$ cat src/rtl/seq_det_ctrl.sv
// -----------------------------------------------------------------------------
// seq_det_ctrl
// Programmable serial pattern-detection controller. A host writes a pattern,
// its length, a match-count target, an overlap mode and a no-match timeout,
// then pulses start. While armed, every qualified serial bit is shifted in and
// compared against the low 'len' bits of the pattern. The run finishes when the
// match count reaches the target, when the timeout expires, or on abort.
//
// Ports
//   clk, rst_n    clock (rising edge) and asynchronous active-low reset
//   cfg_we        config write strobe, honoured in IDLE/DONE only
//   cfg_pattern   pattern, bit [len-1] is the first bit received
//   cfg_len       pattern length, 0 or > PAT_W means PAT_W
//   cfg_target    matches that end the run, 0 = unlimited
//   cfg_overlap   1 = overlapping matches allowed
//   cfg_timeout   max armed cycles without a match, 0 = disabled
//   start, abort  run control
//   din, din_valid serial data and its qualifier
//   busy          high while armed
//   match         one-cycle pulse per detected match
//   match_cnt     matches in this run, saturating
//   done          high while in DONE
//   timeout       run ended by timeout
// -----------------------------------------------------------------------------
module seq_det_ctrl #(
  parameter int PAT_W = 8,
  parameter int CNT_W = 8,
  parameter int TO_W  = 16
) (
  input  logic             clk,
  input  logic             rst_n,
  input  logic             cfg_we,
  input  logic [PAT_W-1:0] cfg_pattern,
  input  logic [4:0]       cfg_len,
  input  logic [CNT_W-1:0] cfg_target,
  input  logic             cfg_overlap,
  input  logic [TO_W-1:0]  cfg_timeout,
  input  logic             start,
  input  logic             abort,
  input  logic             din,
  input  logic             din_valid,
  output logic             busy,
  output logic             match,
  output logic [CNT_W-1:0] match_cnt,
  output logic             done,
  output logic             timeout
);

  // State bits double as the busy/done outputs, so both come straight from flops.
  localparam logic [1:0] ST_IDLE  = 2'b00;
  localparam logic [1:0] ST_ARMED = 2'b01;
  localparam logic [1:0] ST_DONE  = 2'b10;

  localparam logic [4:0] PAT_W_L = 5'(PAT_W);

  logic [1:0]       state_r;
  logic [PAT_W-1:0] cfg_pattern_r;
  logic [4:0]       cfg_len_r;
  logic [CNT_W-1:0] cfg_target_r;
  logic             cfg_overlap_r;
  logic [TO_W-1:0]  cfg_timeout_r;
  // Only len-1 bits of history are ever needed; the newest bit is din itself.
  logic [PAT_W-2:0] shift_r;
  logic [4:0]       fill_r;
  logic [CNT_W-1:0] match_cnt_r;
  logic             match_r;
  logic             timeout_r;
  logic [TO_W-1:0]  to_cnt_r;

  logic [4:0]       len_eff_s;
  logic [PAT_W-1:0] mask_s;
  logic [PAT_W-1:0] new_shift_s;
  logic [4:0]       fill_inc_s;
  logic             match_det_s;
  logic [CNT_W-1:0] cnt_inc_s;
  logic             target_hit_s;
  logic [TO_W-1:0]  to_inc_s;
  logic             to_hit_s;

  // Effective pattern length: out-of-range values fall back to the full width.
  always_comb begin
    if ((cfg_len_r == 5'd0) || (cfg_len_r > PAT_W_L)) begin
      len_eff_s = PAT_W_L;
    end else begin
      len_eff_s = cfg_len_r;
    end
  end

  // Compare mask selecting the low len_eff bits.
  always_comb begin
    mask_s = {PAT_W{1'b0}};
    for (int i = 0; i < PAT_W; i++) begin
      mask_s[i] = (5'(i) < len_eff_s);
    end
  end

  // Match detection on the incoming bit plus counter/timeout next values.
  always_comb begin
    new_shift_s  = {shift_r, din};
    fill_inc_s   = fill_r + 5'd1;
    match_det_s  = (state_r == ST_ARMED) && din_valid && !abort &&
                   (fill_inc_s >= len_eff_s) &&
                   ((new_shift_s & mask_s) == (cfg_pattern_r & mask_s));
    if (match_cnt_r == {CNT_W{1'b1}}) begin
      cnt_inc_s = match_cnt_r;
    end else begin
      cnt_inc_s = match_cnt_r + CNT_W'(1);
    end
    target_hit_s = (cfg_target_r != {CNT_W{1'b0}}) && (cnt_inc_s == cfg_target_r);
    to_inc_s     = to_cnt_r + TO_W'(1);
    to_hit_s     = (cfg_timeout_r != {TO_W{1'b0}}) && (to_inc_s >= cfg_timeout_r);
  end

  // Configuration registers, writable only while no run is armed.
  always_ff @(posedge clk or negedge rst_n) begin
    if (!rst_n) begin
      cfg_pattern_r <= {PAT_W{1'b0}};
      cfg_len_r     <= 5'd0;
      cfg_target_r  <= {CNT_W{1'b0}};
      cfg_overlap_r <= 1'b0;
      cfg_timeout_r <= {TO_W{1'b0}};
    end else if (cfg_we && (state_r != ST_ARMED)) begin
      cfg_pattern_r <= cfg_pattern;
      cfg_len_r     <= cfg_len;
      cfg_target_r  <= cfg_target;
      cfg_overlap_r <= cfg_overlap;
      cfg_timeout_r <= cfg_timeout;
    end
  end

  // Run FSM with shift history, fill, match counter and timeout counter.
  always_ff @(posedge clk or negedge rst_n) begin
    if (!rst_n) begin
      state_r     <= ST_IDLE;
      shift_r     <= {(PAT_W-1){1'b0}};
      fill_r      <= 5'd0;
      match_cnt_r <= {CNT_W{1'b0}};
      match_r     <= 1'b0;
      timeout_r   <= 1'b0;
      to_cnt_r    <= {TO_W{1'b0}};
    end else begin
      match_r <= 1'b0;
      case (state_r)
        ST_IDLE, ST_DONE: begin
          if (start) begin
            state_r     <= ST_ARMED;
            shift_r     <= {(PAT_W-1){1'b0}};
            fill_r      <= 5'd0;
            match_cnt_r <= {CNT_W{1'b0}};
            timeout_r   <= 1'b0;
            to_cnt_r    <= {TO_W{1'b0}};
          end
        end
        ST_ARMED: begin
          if (abort) begin
            // The bit sampled in the abort cycle is dropped; count is kept.
            state_r <= ST_IDLE;
          end else begin
            if (din_valid) begin
              shift_r <= new_shift_s[PAT_W-2:0];
              if (match_det_s && !cfg_overlap_r) begin
                fill_r <= 5'd0;
              end else if (fill_r < len_eff_s) begin
                fill_r <= fill_inc_s;
              end
            end
            // A match in the same cycle as an expiring timeout takes priority.
            if (match_det_s) begin
              match_r     <= 1'b1;
              match_cnt_r <= cnt_inc_s;
              to_cnt_r    <= {TO_W{1'b0}};
              if (target_hit_s) begin
                state_r <= ST_DONE;
              end
            end else if (to_hit_s) begin
              state_r   <= ST_DONE;
              timeout_r <= 1'b1;
            end else begin
              to_cnt_r <= to_inc_s;
            end
          end
        end
        default: begin
          state_r <= ST_IDLE;
        end
      endcase
    end
  end

  assign busy      = state_r[0];
  assign done      = state_r[1];
  assign match     = match_r;
  assign match_cnt = match_cnt_r;
  assign timeout   = timeout_r;

endmodule
$ cat config.mk
export PLATFORM = sky130hd
export DESIGN_NAME = seq_det_ctrl
export DESIGN_NICKNAME = d
export VERILOG_FILES = /design/src/rtl/seq_det_ctrl.sv
export SDC_FILE = /design/constraint.sdc
export NUM_CORES = 1
export LEC_CHECK = 0
export ABC_AREA = 1
export CAP_MARGIN = 10
export CORE_MARGIN = 5
export CORE_UTILIZATION = 56
export DETAILED_ROUTE_END_ITERATION = 8
export MAX_ROUTING_LAYER = met4
export PLACE_DENSITY = 0.91
export SLEW_MARGIN = 40
export SYNTH_ARGS = -nofsm -noshare
export SYNTH_HDL_FRONTEND = slang
export SYNTH_SLANG_ARGS = --single-unit
$ cat constraint.sdc
create_clock -name clk -period 3.6 [get_ports clk]
set_clock_uncertainty 0.1 [all_clocks]
set_input_delay 0.72 -clock clk [delete_from_list [all_inputs] [get_ports clk]]
set_output_delay 0.72 -clock clk [all_outputs]
set_load 0.005 [all_outputs]
# Word level (Yosys, flattened, before mapping)
# Index checks and enable logic that the tools add are counted.
[word_totals]
reg_bits = 78
in_bits = 45
out_inout_bits = 12
word_cells = 103
[op_classes]
n_addsub = 3
order_cmp = 12
n_eq_ne = 16
n_mux = 35
bitwise = 2
reduce_logical = 23
[op_table]
columns = ["op", "n"]
rows = [
  ["two-way mux 16 bit", 4],
  ["two-way mux 8 bit", 4],
  ["case mux 16 bit (2 select lines)", 1],
  ["two-way mux 5 bit", 6],
  ["two-way mux 7 bit", 3],
  ["< comparator 3 x 5 -> 1 bit, first input constant", 4],
  ["adder 16 x 1 -> 16 bit, second input constant", 1],
  ["bitwise AND 8 bit", 2],
  ["equality test 8 bit", 2],
  [">= comparator 16 bit", 1],
  ["case mux 8 bit (2 select lines)", 1],
  ["nonzero test 16 bit", 1],
  ["case mux 7 bit (2 select lines)", 1],
  ["!= test 2 bit, second input constant", 6],
  ["AND reduction 4 bit", 3],
  ["< comparator 1 x 5 -> 1 bit, first input constant", 2],
  ["< comparator 2 x 5 -> 1 bit, first input constant", 2],
  ["two-way mux 2 bit", 5],
  ["case mux 5 bit (2 select lines)", 1],
  ["AND reduction 5 bit", 2],
  ["adder 8 x 1 -> 8 bit, second input constant", 1],
  ["equality test 8 bit, second input constant", 1],
  ["logical AND 1 bit", 8],
  ["!= test 4 bit, second input constant", 2],
  ["other kinds (20)", 27],
]

# Depth between registers and ports, before layout
# Gate-level depths: netlist of the first run.
[depth]
word_depth = 12
ltp_mapped = 23

# Least setup slack after synthesis of the first run
# No wires, ideal clock.
[synth_path]
path_kind = "reg2reg"
startpoint = "register to_cnt_r[0]"
endpoint = "register to_cnt_r[11]"
setup_ns = 0.117
arrival_time_ns = 2.825
t_required_ns = 3.383
slack_ns = 0.558
stages_incl_launch_ff = 23
path_buffers = 1
period_less_slack_ns = 3.042
path_cell_list = "dfrtp_1 ha_1 nand2_1 nor2_1 nand2_1 nor2_1 nand3_1 nor3_1 xor2_1 inv_1 ha_1 nand2_1 inv_1 nand3_1 nor3_1 nand3_1 nand3_1 nand2_1 nand2_1 nand2_8 buf_6 nand3_1 nand2_1"
[synth_via]
elab_chain_len = 5
[synth_lines]
columns = ["item", "line", "rtl"]
rows = [
  ["start, declared", "68", "logic [TO_W-1:0] to_cnt_r;"],
  ["start signal, assigned", "140", "to_cnt_r <= {TO_W{1'b0}};"],
  ["start signal, assigned", "151", "to_cnt_r <= {TO_W{1'b0}};"],
  ["start signal, assigned", "171", "to_cnt_r <= {TO_W{1'b0}};"],
  ["adder 16 x 1 -> 16 bit *", "110", "to_inc_s = to_cnt_r + TO_W'(1);"],
  [">= comparator 16 bit or two-way mux 16 bit (tied branches)", "111, 175", ""],
  ["logical AND 1 bit or two-way mux 16 bit (tied branches)", "111, 168", ""],
  ["!= test 3 bit (no source line) or two-way mux 16 bit (tied branches)", "--", ""],
  ["AND reduction 4 bit (no source line) or case mux 16 bit (2 select lines) (tied branches)", "--", ""],
]
# Mark *: on every way between the ends. The rest lies on a longest branch, timed or not. The select of a mux whose other input is x is not followed.
# A chain may end at the register's enable or synchronous reset.

# Final worst setup path of the first run
[layout_path]
startpoint = "register to_cnt_r[0]"
endpoint = "register to_cnt_r[0]"
# The elaborated chain is that of the path after synthesis.

==> results of run 1 <==
[cell type report]
type	instances	area, sq um	area share, %
Multi-Input combinational cell	436	2420	42.5
Sequential cell	78	1950	34.3
Timing Repair Buffer	62	619	10.9
Inverter	96	360	6.33
Tap cell	105	131	2.31
Clock buffer	9	124	2.18
Clock inverter	6	87.6	1.54
[cells in the mapped netlist]
master	count
a21boi_1	1
a21o_1	1
a21oi_1	41
a31oi_1	1
a41oi_1	1
and2_1	1
buf_1	3
buf_2	1
buf_6	2
clkbuf_1	7
conb_1	1
dfrtp_1	78
ha_1	28
inv_1	88
inv_2	8
mux2_2	11
nand2_1	158
nand2_2	2
nand2_4	1
nand2_8	3
nand3_1	35
nand3b_1	5
nand4_1	13
nor2_1	60
nor2_2	5
nor3_1	7
nor3_2	1
nor4_1	8
o21a_1	1
o21ai_0	16
o21ai_1	14
o21bai_1	1
o22ai_1	1
xnor2_1	5
xor2_1	12
[power by group through the flow]
| stage | combinational, mW | sequential [mW] | clock (mW) |
|---|---|---|---|
| 5_1_grt | 1.72 | 1.41 | 0.774 |
| 2_1_floorplan | 1.09 | 1.32 | 0 |
| 3_5_place_dp | 1.46 | 1.38 | 0 |
| 4_1_cts | 1.49 | 1.37 | 0.731 |
| 3_3_place_gp | 1.38 | 1.36 | 0 |
| 6_report | 1.54 | 1.37 | 0.723 |
[through the flow]
step | area (sq um) | hold WS [ns] | power [mW] | worst slack (ns)
6_report | 5690 | 0.278 | 3.64 | 0.240
5_1_grt | 5690 | 0.328 | 3.90 | -0.0485
3_3_place_gp | 5410 | 0.393 | 2.74 | 0.399
2_1_floorplan | 4740 | 0.324 | 2.40 | 0.558
4_1_cts | 5630 | 0.312 | 3.58 | 0.0515
3_5_place_dp | 5420 | 0.401 | 2.84 | 0.0715
[state kept, by name (all words and copies together), names as in the netlist]
name and cells:
cfg_timeout_r 16, cfg_overlap_r 1, to_cnt_r 16, cfg_target_r 8
shift_r 7, fill_r 5, match 1, cfg_pattern_r 8
state_r 2, timeout 1, cfg_len_r 5, match_cnt 8
[logic make-up after synthesis]
group           after synthesis  share of synthesized area [%]
compound gates               78                           8.58
xor+xnor                     17                           3.14
fa+ha+maj                    28                           7.39
buf+inv                     109                           8.98
flops                        78                           41.2
mux                          11                           2.61
other cells                   1                         0.0791
simple gates                299                           28.0
[critical path, stage by stage, from the launching register on]
cell     delay (ns)
dfrtp_1        0.41
ha_2           0.21
nand2_1        0.08
nor2_4         0.13
nand2_1        0.10
nor2_2         0.12
nand3_1        0.11
nor3_2         0.17
xor2_1         0.23
inv_1          0.08
ha_1           0.29
nand2_1        0.05
inv_1          0.06
nand3_1        0.10
nor3_2         0.23
nand3_1        0.11
nand3_1        0.09
nand2_1        0.13
nand2_4        0.14
nand2_8        0.10
inv_2          0.11
nand2_1        0.07
nand2_1        0.07
[per-layer routing]
layer  vias up  routed length (um)
li1       2113                   -
met1      2124                4810
met2       227                6230
met3        60                 861
met4         0                 518
met5         -                   0
[path summary, 6_finish.rpt]
check                      slack (ns)  cells after the start            to         from
max                              0.24                     22   to_cnt_r[0]  to_cnt_r[0]
min reg2reg                      0.43                      2   to_cnt_r[1]  to_cnt_r[1]
min in group clk                 0.43                      2   to_cnt_r[1]  to_cnt_r[1]
min                              0.28                      1  match_cnt[0]        rst_n
max in group asynchronous        2.62                      1  to_cnt_r[12]        rst_n
max reg2reg                      0.24                     22   to_cnt_r[0]  to_cnt_r[0]
[what timing repair did]
| item | in CTS | in global routing |
|---|---|---|
| buffers inserted | 0 | 2 |
| setup endpoints to repair | 0 | 19 |
| endpoints found under the hold margin | 0 | 0 |
| resized for setup | 0 | 10 |
==> impl_metrics.py, run 1 <==
metrics = {
    "global_routing": {
        "met2_usage_pct": 42.8,
        "met1_usage_pct": 29.9,
        "grt_pass1_vias": 4589,
        "antenna_found_initial": 0,
        "top_usage_layer": "met2",
        "grt_max_degree": 79,
        "grt_usage_pct": 25.7,
        "gr-usage-met3_pct": 4.98,
        "globalRouteOverflowTotal": 0,
        "grt_pass1_wl_um": 20800,
    },
    "synth": {
        "synth_seq_area_share_pct": 41.2,
        "syn-instance-count": 621,
        "yosys.area.top_type": "dfrtp_1",
        "synthTopCellsByArea": "dfrtp_1, nand2_1, ha_1, inv_1, nor2_1",
        "yosysUniqueCellTypes": 35,
        "avgSynthCellArea_sq_um": 7.63,
        "yosys_register_bits": 78,
        "synth_top_area_share_pct": 41.2,
        "syn_area_sq_um": 4740,
        "ys_warn_count": 0,
    },
    "worst_hold_path": {
        "hold_class": "in -> async",
    },
    "route": {
        "vias": 4524,
        "drtIter0Drc": 265,
        "drtAntennaViolNets": 0,
        "wire_per_inst_um": 15.7,
        "routed_wl_um": 12400,
        "drc": 0,
        "drt_pre_antenna_iters": 5,
        "via_per_inst": 5.71,
    },
    "sta": {
        "fmax_ghz": 0.298,
        "slew_violations": 0,
        "tns_ns": 0,
        "hold_viol_final": 0,
        "period_minus_slack_ns": 3.36,
        "worst_pin_slew_ns": 0.712,
        "slew_headroom_pct": 52.5,
        "finalCritPeriodShare_pct": 93.3,
        "finalSetupViolations": 0,
    },
    "pwr": {
        "p_int_mw": 2.11,
        "clkPwrFrac_pct": 19.9,
        "p_sw_share_pct": 42.1,
        "p_leak_nw": 2.93,
        "power.density_nw_per_um2": 639,
        "switchingPower_mw": 1.53,
        "seq_power_share_pct": 37.8,
        "combPwrFrac_pct": 42.3,
        "peakVddDrop_mv": 0.450,
    },
    "final_layout": {
        "n_fill_cell": 610,
        "diodes": 0,
        "fin_cells": 792,
        "layout-drive-gt1-share_pct": 9.17,
        "fin_nets": 756,
        "area_growth_pct": 20.1,
        "most-common-layout-cells": "nand2_1, inv_1, dfrtp_1",
        "fin_util_pct": 69.3,
        "final_common_cell": "nand2_1",
    },
    "cts": {
        "cts_hold_buf": 0,
        "tritoncts": "done",
        "cts_htree_levels": 3,
        "cts.path.max_buffers": 2,
        "cts_root_buf": "clkbuf_8",
        "clk_pin_slew_worst_paths_ns": 0.09,
        "cts_num_sinks": 78,
        "cts_made_buffers": 9,
        "clk_latency_ns": 0.36,
    },
    "worst_setup_path": {
        "start_kind": "register",
        "crit_fanout": 14,
        "critPathRequiredTime_ns": 3.79,
        "worstSetupPathType": "reg -> reg",
        "cp-end-kind": "register",
        "cp.arrival_ns": 3.55,
    },
    "floorplanning": {
        "num_rows": 33,
        "ios": 57,
        "core_area_sq_um": 8220,
        "die-area_sq_um": 10400,
        "die_x_um": 102,
        "start_util_pct": 57.7,
        "die_h_um": 102,
    },
    "placed_design": {
        "io_buffers": 56,
        "place_hpwl_um": 8790,
        "routabilityCongestion": 0.922,
        "dp.cells": 774,
    },
    "status": {
        "status": "completed",
    },
    "flow_run": {
        "max-cap-violations": 0,
    },
}
Power figures use the tool's default switching activity.
==> inputs of run 2 (changes only) <==
--- a/config.mk
+++ b/config.mk
@@ -9,9 +9,11 @@
 export CAP_MARGIN = 10
 export CORE_MARGIN = 5
 export CORE_UTILIZATION = 56
+export CTS_CLUSTER_DIAMETER = 50
 export DETAILED_ROUTE_END_ITERATION = 8
 export MAX_ROUTING_LAYER = met4
 export PLACE_DENSITY = 0.91
+export REMOVE_ABC_BUFFERS = 1
 export SLEW_MARGIN = 40
 export SYNTH_ARGS = -nofsm -noshare
 export SYNTH_HDL_FRONTEND = slang
==> run 2 against run 1 <==
First-iteration DRC count up 1.9%. Hold slack worse by 0.0033 ns. Clock power down 6.1%. Global-route usage shrank 2.4 points. Power decreased by 2.9%. Register-to-register slack better by 0.09 ns. Fmax grew 2.9%. Combinational power is 4% lower. Count of clock-buffer cells in the layout up 2. Die area is the same. Critical path type unchanged. Critical endpoint is now to_cnt_r[1]. Largest cell class unchanged.
==> impl_metrics.py, run 2 (synthesized netlist as in run 1, its figures left out) <==
metrics = {
    "pwr": {
        "peakVddDrop_mv": 0.294,
        "p_leak_nw": 2.91,
        "power_mw": 3.53,
        "power.density_nw_per_um2": 626,
    },
    "sta": {
        "finalCritPeriodShare_pct": 90.7,
        "hold_viol_final": 0,
        "worst_slack_ns": 0.335,
        "period_minus_slack_ns": 3.27,
        "worst_pin_slew_ns": 0.700,
        "slew_headroom_pct": 53.4,
        "fmax_ghz": 0.306,
        "finalSetupViolations": 0,
        "tns_ns": 0,
        "rsz0062_at_grt": "false",
        "hold_ws_ns": 0.275,
        "slew_violations": 0,
    },
    "placed_design": {
        "dp.cells": 776,
        "post_dp_cell_area_sq_um": 5420,
        "place_ws_ns": 0.161,
        "io_buffers": 56,
        "place_hpwl_um": 8410,
        "routabilityCongestion": 0.891,
    },
    "final_layout": {
        "layout-drive-gt1-share_pct": 8.43,
        "diodes": 0,
        "most-common-layout-cells": "nand2_1, inv_1, dfrtp_1",
        "area_growth_pct": 19.0,
        "multi_input_area_sq_um": 2380,
        "fin_util_pct": 68.6,
        "final_area_sq_um": 5640,
        "fin_nets": 756,
        "final_common_cell": "nand2_1",
        "seqCellArea_sq_um": 1950,
        "fin_cells": 793,
        "n_fill_cell": 602,
        "largest_registers": "cfg_timeout_r (16), to_cnt_r (16)",
    },
    "floorplanning": {
        "die-area_sq_um": 10400,
        "ios": 57,
        "die_x_um": 102,
        "core_area_sq_um": 8220,
        "num_rows": 33,
        "start_util_pct": 57.7,
        "die_h_um": 102,
    },
    "worst_setup_path": {
        "cp_top_family": "simple AND/OR/NAND/NOR gates",
        "critical_path_buf_inv_count": 4,
        "cp.arrival_ns": 3.42,
        "critPathRequiredTime_ns": 3.76,
        "cpMostUsedCell": "nand2_1",
        "critPathMaxStageDelay_ns": 0.42,
        "cp-end-kind": "register",
        "crit_fanout": 28,
        "worstSetupPathType": "reg -> reg",
        "cp_slowest_cell": "dfrtp_1",
        "worstPathCellList": "nand3_1, inv_1, nand2_1, nor4_2, nand3_1, nor2_1, nand3_1, nand2_1, inv_1, ha_1, nand2_1, inv_1, o21ai_0, nand2_1, a21oi_1, nand3_1, nand2_1, nand2_1, nand2_8, inv_2, nand2_1, nand2_1",
        "start_kind": "register",
    },
    "global_routing": {
        "globalRouteOverflowTotal": 0,
        "grt_pass1_vias": 4218,
        "grt_usage_pct": 23.3,
        "grt_pass1_wl_um": 18800,
        "grt_max_degree": 79,
        "antenna_found_initial": 0,
    },
    "status": {
        "status": "completed",
    },
    "cts": {
        "cts_htree_levels": 3,
        "cts_hold_buf": 0,
        "cts_root_buf": "clkbuf_8",
        "tritoncts": "done",
        "cts.path.max_buffers": 2,
        "cts_made_buffers": 9,
        "clk_pin_slew_worst_paths_ns": 0.09,
        "cts_num_sinks": 78,
        "clk_latency_ns": 0.36,
    },
    "route": {
        "vias": 4261,
        "drt_pre_antenna_iters": 5,
        "wire_per_inst_um": 14.1,
        "drtIter0Drc": 270,
        "via_per_inst": 5.37,
        "drc": 0,
        "routed_wl_um": 11200,
        "drtAntennaViolNets": 0,
    },
    "flow_run": {
        "max-cap-violations": 0,
    },
    "worst_hold_path": {
        "hold_class": "in -> async",
    },
}
run 2: metal layers:
layer | GRT usage, % | vias up | wire [um]
li1 | - | 2110 | -
met1 | 26.8 | 1993 | 4490
met2 | 40.0 | 122 | 5750
met3 | 3.21 | 36 | 548
met4 | 11.5 | 0 | 386
met5 | - | - | 0
run 2: area by class of cell:
cell class / instances / area share, %
clock buffer: 11 / 2.51
clock inverter: 5 / 1.04
inverter: 96 / 6.39
multi-input combinational: 435 / 42.2
sequential: 78 / 34.6
tap: 105 / 2.33
timing repair buffer: 63 / 10.9
run 2: final timing paths:
path | slack (ns) | cells after the start | startpoint | end
max | 0.33 | 22 | to_cnt_r[2] | to_cnt_r[1]
min | 0.27 | 1 | rst_n | fill_r[1]
max reg2reg | 0.33 | 22 | to_cnt_r[2] | to_cnt_r[1]
min reg2reg | 0.42 | 1 | cfg_overlap_r | cfg_overlap_r
max in group asynchronous | 2.64 | 1 | rst_n | to_cnt_r[8]
min in group clk | 0.42 | 1 | cfg_overlap_r | cfg_overlap_r
run 2: what timing repair did:
| action | CTS | global route |
|---|---|---|
| endpoints found under the setup margin | 0 | 17 |
| setup buffers | 0 | 1 |
| gates resized for setup | 0 | 3 |
run 2: power breakdown:
part           internal [mW]  switching (mW)  leakage, nW
clock network          0.339           0.339       0.0955
registers               1.14           0.230        0.974
logic                  0.569           0.914         1.85
